### config.mk
export PLATFORM = sky130hd
export DESIGN_NAME = nonce_collector
export DESIGN_NICKNAME = d
export VERILOG_FILES = /design/src/rtl/nonce_collector.sv
export SDC_FILE = /design/constraint.sdc
export NUM_CORES = 1
export LEC_CHECK = 0
export ABC_AREA = 1
export CAP_MARGIN = 20
export CELL_PAD_IN_SITES_DETAIL_PLACEMENT = 1
export CELL_PAD_IN_SITES_GLOBAL_PLACEMENT = 2
export CORE_AREA = 2 2 203 205
export CTS_BUF_LIST = sky130_fd_sc_hd__clkbuf_16
export CTS_CLUSTER_SIZE = 24
export DETAILED_ROUTE_END_ITERATION = 7
export DIE_AREA = 0 0 205 207
export GPL_ROUTABILITY_DRIVEN = 0
export GPL_TIMING_DRIVEN = 0
export PLACE_DENSITY_LB_ADDON = 0.1
export SLEW_MARGIN = 20
export SYNTH_ARGS = -nofsm -noshare
export SYNTH_HDL_FRONTEND = slang
export SYNTH_SLANG_ARGS = --single-unit
### constraint.sdc
create_clock -name clk -period 4.8 [get_ports clk]
set_clock_uncertainty 0.1 [all_clocks]
set_input_delay 0.96 -clock clk [delete_from_list [all_inputs] [get_ports clk]]
set_output_delay 0.96 -clock clk [all_outputs]
set_load 0.03 [all_outputs]
### src/rtl/nonce_collector.sv
// nonce_collector: queues 64-bit nonces from the core result bus in a small
// FIFO and drains each one as an 8-byte little-endian valid/ready stream.
// Ports: clk, rst (sync, active-low), nonce_bus/nonce_bus_wr (capture),
//   flush (new-job clear), tx_data/tx_valid/tx_ready (byte stream out),
//   count (FIFO occupancy, excludes shifter), overflow (sticky drop flag).
// Option: define NONCE_SYNC_EN to prefix every frame with a 0xA5 sync byte.
module nonce_collector #(
    parameter int DEPTH = 4,
    parameter int CNT_W = 3
) (
    input  logic             clk,
    input  logic             rst,
    input  logic [63:0]      nonce_bus,
    input  logic             nonce_bus_wr,
    input  logic             flush,
    output logic [7:0]       tx_data,
    output logic             tx_valid,
    input  logic             tx_ready,
    output logic [CNT_W-1:0] count,
    output logic             overflow
);

    localparam int PTR_W = $clog2(DEPTH);
    localparam logic [CNT_W-1:0] FULL = CNT_W'(DEPTH);

    typedef enum logic [1:0] {
        S_IDLE,
        S_SYNC,
        S_SEND
    } state_t;

    logic [63:0]      mem_q [DEPTH];
    logic [PTR_W-1:0] wr_ptr_q, wr_ptr_d;
    logic [PTR_W-1:0] rd_ptr_q, rd_ptr_d;
    logic [CNT_W-1:0] cnt_q, cnt_d;
    logic             ovf_q, ovf_d;
    state_t           state_q, state_d;
    logic [63:0]      shift_q, shift_d;
    logic [2:0]       idx_q, idx_d;
    logic             push, pop;

    // Full test uses the registered count, so a pop in the same cycle
    // does not make room for the incoming nonce.
    assign push = nonce_bus_wr && (cnt_q != FULL) && !flush;

    always_comb begin
        state_d  = state_q;
        shift_d  = shift_q;
        idx_d    = idx_q;
        pop      = 1'b0;
        tx_valid = 1'b0;
        tx_data  = 8'h00;
        unique case (state_q)
            S_IDLE: begin
                if (cnt_q != '0) begin
                    pop     = 1'b1;
                    shift_d = mem_q[rd_ptr_q];
                    idx_d   = '0;
`ifdef NONCE_SYNC_EN
                    state_d = S_SYNC;
`else
                    state_d = S_SEND;
`endif
                end
            end
            S_SYNC: begin
                tx_valid = 1'b1;
                tx_data  = 8'hA5;
                if (tx_ready) begin
                    state_d = S_SEND;
                end
            end
            S_SEND: begin
                tx_valid = 1'b1;
                tx_data  = shift_q[7:0];
                if (tx_ready) begin
                    if (idx_q == 3'd7) begin
                        state_d = S_IDLE;
                    end else begin
                        shift_d = {8'h00, shift_q[63:8]};
                        idx_d   = idx_q + 3'd1;
                    end
                end
            end
            default: state_d = S_IDLE;
        endcase
        // Flush abandons any partial frame and the queued results.
        if (flush) begin
            state_d = S_IDLE;
            pop     = 1'b0;
        end
    end

    always_comb begin
        wr_ptr_d = wr_ptr_q;
        rd_ptr_d = rd_ptr_q;
        cnt_d    = cnt_q;
        ovf_d    = ovf_q;
        if (flush) begin
            wr_ptr_d = '0;
            rd_ptr_d = '0;
            cnt_d    = '0;
            ovf_d    = 1'b0;
        end else begin
            if (push) begin
                wr_ptr_d = wr_ptr_q + PTR_W'(1);
            end
            if (pop) begin
                rd_ptr_d = rd_ptr_q + PTR_W'(1);
            end
            cnt_d = cnt_q + CNT_W'(push) - CNT_W'(pop);
            if (nonce_bus_wr && (cnt_q == FULL)) begin
                ovf_d = 1'b1;
            end
        end
    end

    always_ff @(posedge clk) begin
        if (!rst) begin
            wr_ptr_q <= '0;
            rd_ptr_q <= '0;
            cnt_q    <= '0;
            ovf_q    <= 1'b0;
            state_q  <= S_IDLE;
            shift_q  <= '0;
            idx_q    <= '0;
        end else begin
            wr_ptr_q <= wr_ptr_d;
            rd_ptr_q <= rd_ptr_d;
            cnt_q    <= cnt_d;
            ovf_q    <= ovf_d;
            state_q  <= state_d;
            shift_q  <= shift_d;
            idx_q    <= idx_d;
        end
    end

    // Storage needs no reset; occupancy is tracked by cnt_q alone.
    always_ff @(posedge clk) begin
        if (rst && push) begin
            mem_q[wr_ptr_q] <= nonce_bus;
        end
    end

    assign count    = cnt_q;
    assign overflow = ovf_q;

endmodule

==> out/metrics.csv <==
stage,metric,value,unit
drt,top_layer,met4,
critical_path,slowest_stage,clkdlybuf4s50_1,
critical_path,worstSetupPathDepth,5,
layout,multi_input_area,0.004026,mm2
critical_path,crit_arrival,2.53,ns
critical_path,worstReg2RegStart,state_q[1],
grt,antenna_found_initial,0,
timing,finalMaxSlewViolations,0,
grt,grt_usage,18.37,%
layout,seqCellArea,0.009249,mm2
synth,netlist_area,0.01387,mm2
place,io_buffers,81,
critical_path,required,3.74,ns
clock_network,clk_latency,0.55,ns
run_status,run_status,completed,
pwr,p_per_area,393.0,mW/mm2
place,dp_hpwl,25880,um
drt,antenna_left,0,
timing,final_hold_viol_count,0,
timing,rsz0062_at_grt,no,
layout,fill_cells,4586,
pwr,p_comb_share,9.8,%
critical_path,slowest_delay,0.69,ns
clock_network,clock_tree.root_cell,clkbuf_16,
critical_path,critPathKind,reg -> out,
clock_network,cts_tree,done,
drt,drt_iter0_markers,424,
clock_network,cts.sink_count,334,
grt,grt_pass1_vias,10270,
synth,ys_ff_latch,334,
pwr,p_leak,6.786,nW
clock_network,max-clock-path-buffers,3,
hold_path,holdCritStartpoint,overflow,
critical_path,worstSetupEndpointType,primary output,
layout,layout.nets,1616,
floorplan,dieArea,0.04244,mm2
synth,yosysWarnings,0,
critical_path,critPathMaxFanout,10,
hold_path,min_path_type,reg -> reg,
grt,grt_first_pass_wirelength,59740,um
critical_path,start_kind,flop,
pwr,p_total,6.599,mW
clock_network,ctsHoldBuffers,0,
drt,wl,38150,um
floorplan,die_height,207,um
clock_network,post_cts_buffers,0,
timing,post-route-period-util,74.78,%
drt,firstDrtPassIters,5,
hold_path,holdPathEnd,overflow,
grt,grt_remaining_overflow,0,
critical_path,rrSetupSlack,2.30,ns
pwr,power_frac_seq,49.7,%
floorplan,initial_core_util,34.35,%
floorplan,die_w,205,um
layout,num_antenna_cells,0,
pwr,irDropWorstVdd,0.2549,mV
drt,via_per_inst,4.664,
synth,postSynthAreaPerCell,9.876,um2
drt,drcViolationCount,0,
timing,slew-limit-headroom,44.97,%
floorplan,io_pins,82,
drt,num_vias,9789,
drt,post_drt_wl_per_cell,18.18,um
critical_path,crit_family,buffers and inverters,
timing,hold_slack,0.3512,ns
floorplan,core-area,0.04037,mm2
clock_network,htree_levels,2,
layout,drive_above_1_share,7.020,%
hold_path,min_delay_path_depth,2,
timing,max_freq,278.6,MHz
drt,dr_wl_met2,18840,um
synth,ys_seq_area_share,66.70,%
timing,fin_crit,3.590,ns
pwr,p_clk_share,40.6,%
synth,yosysUniqueCellTypes,21,
pwr,power.internal,5.016,mW
layout,stdcell_count,2099,
critical_path,worstPathCellList,"buf_2, buf_2, nand2_1, inv_1, clkdlybuf4s50_1",
critical_path,cp_num_buf_inv,4,
pwr,swShare,24.00,%
synth,synthCells,1404,
timing,setup_viol,0,
critical_path,cp_common_cell,buf_2,
drt,met3_wirelength,1178,um
critical_path,reg2reg_depth,10,
critical_path,timing.rr.end,count[2],
run,maxCapViolations,0,
drt,wl_met1,17390,um
grt,grt_max_degree,24,
layout,syn2layout_area_growth,21.10,%
place,pre_cts_ws,0.9090,ns
clock_network,ctsResizeCount,0,
floorplan,rows,74,
clock_network,clk_pin_slew,0.06,ns
clock_network,cts_buffers,39,
pwr,power_switching,1.584,mW
timing,tightestPinTransition,0.8255,ns
layout,post-route-util,41.59,%
place,place_inst,2029,
synth,syn_nets,1482,
timing,fin_ws,1.210,ns
## through the flow
| step | TNS (ns) | area [um2] |
|---|---|---|
| 6_report | 0 | 16790 |
| 5_1_grt | 0 | 16790 |
| 4_1_cts | 0 | 16790 |
| 3_5_place_dp | 0 | 15640 |
| 3_3_place_gp | -841.15 | 15340 |
| 2_1_floorplan | 0 | 13870 |
## cell type report
class | instances | share of cell area [%]
inverter | 64 | 1.431
clock inverter | 29 | 0.7303
multi-input combinational | 925 | 23.98
sequential | 334 | 55.08
tap | 532 | 3.964
timing repair buffer | 93 | 6.438
clock buffer | 41 | 6.110
buffer | 81 | 2.265
## routing by layer
| layer | GRT usage, % | vias up |
|---|---|---|
| li1 | - | 4872 |
| met1 | 24.43 | 4745 |
| met2 | 31.30 | 125 |
| met3 | 2.565 | 47 |
| met4 | 4.937 | 0 |
| met5 | 0 | - |
## Yosys cell counts
master / count / share of area, %
buf_4: 3 / 0.16
clkbuf_1: 31 / 0.84
o21ai_0: 4 / 0.14
nand2_2: 1 / 0.045
nor2_2: 1 / 0.045
dfxtp_1: 78 / 11
inv_1: 62 / 1.7
buf_1: 10 / 0.27
inv_2: 2 / 0.054
fa_1: 1 / 0.14
nand3b_1: 56 / 3.0
a21oi_1: 73 / 2.6
ha_1: 8 / 0.72
buf_6: 3 / 0.24
nor2_1: 176 / 4.8
buf_2: 34 / 1.2
nand3_1: 87 / 3.1
edfxtp_1: 256 / 55
nand2_1: 514 / 14
a31oi_1: 1 / 0.045
xor2_1: 3 / 0.19
## state kept, by name, summed over array words and instances, names as in the netlist, named ones only
register	count
idx_q	3
overflow	1
shift_q	64
wr_ptr_q	2
state_q	1
mem_q	256
rd_ptr_q	2
count	3
## power groups by stage
stage	Combinational [mW]	Clock [mW]	Sequential [mW]
after CTS	0.659	2.76	3.28
final	0.644	2.68	3.28
after global placement	0.630	0	3.34
after detailed placement	0.654	0	3.34
after global routing	0.736	2.88	3.29
after floorplan	0.402	0	3.33
## cells in the final DEF (no fill, tap or decap), types with 4 or more instances in the layout
| cell type | n |
|---|---|
| buf_12 | 8 |
| nand3_1 | 87 |
| clkinv_2 | 8 |
| clkinv_1 | 8 |
| ha_1 | 8 |
| buf_2 | 34 |
| a21oi_1 | 73 |
| buf_16 | 4 |
| clkbuf_16 | 41 |
| nand2_1 | 514 |
| nor2_1 | 172 |
| buf_1 | 10 |
| inv_1 | 74 |
| nor2_4 | 4 |
| edfxtp_1 | 256 |
| dfxtp_1 | 78 |
| o21ai_0 | 4 |
| nand3b_1 | 56 |
| clkbuf_1 | 31 |
| clkdlybuf4s50_1 | 81 |
## worst max path at each step
stage	startpoint	to	slack (ns)
after CTS	state_q[1]	tx_data[1]	1.19
after global placement	rst	mem_q[2][35]	-3.41
after global routing	state_q[1]	tx_data[1]	1.13
after floorplan	rst	mem_q[0][0]	0.20
after detailed placement	rst	mem_q[2][35]	0.91
final	state_q[1]	tx_data[1]	1.21
## logic make-up (layout without fill, tap and decap cells)
logic type	count (synthesis)	in the layout	share of synthesized area, %
AND/OR/NAND/NOR	835	835	24.94
flip-flops	334	334	66.70
buffers and inverters	145	308	4.476
AO/OA/AOI/OAI	78	78	2.824
adder cells (fa/ha/maj)	9	9	0.8663
XOR/XNOR	3	3	0.1895
## worst reg2reg max path, delay by kind of cell (launching register included)
family | cells | cell delay [ns]
xor+xnor | 1 | 0.16
flops | 1 | 0.51
buf+inv | 4 | 0.52
simple gates | 2 | 0.24
fa+ha+maj | 3 | 0.86
Note: power is estimated with default switching activity, not from simulation.
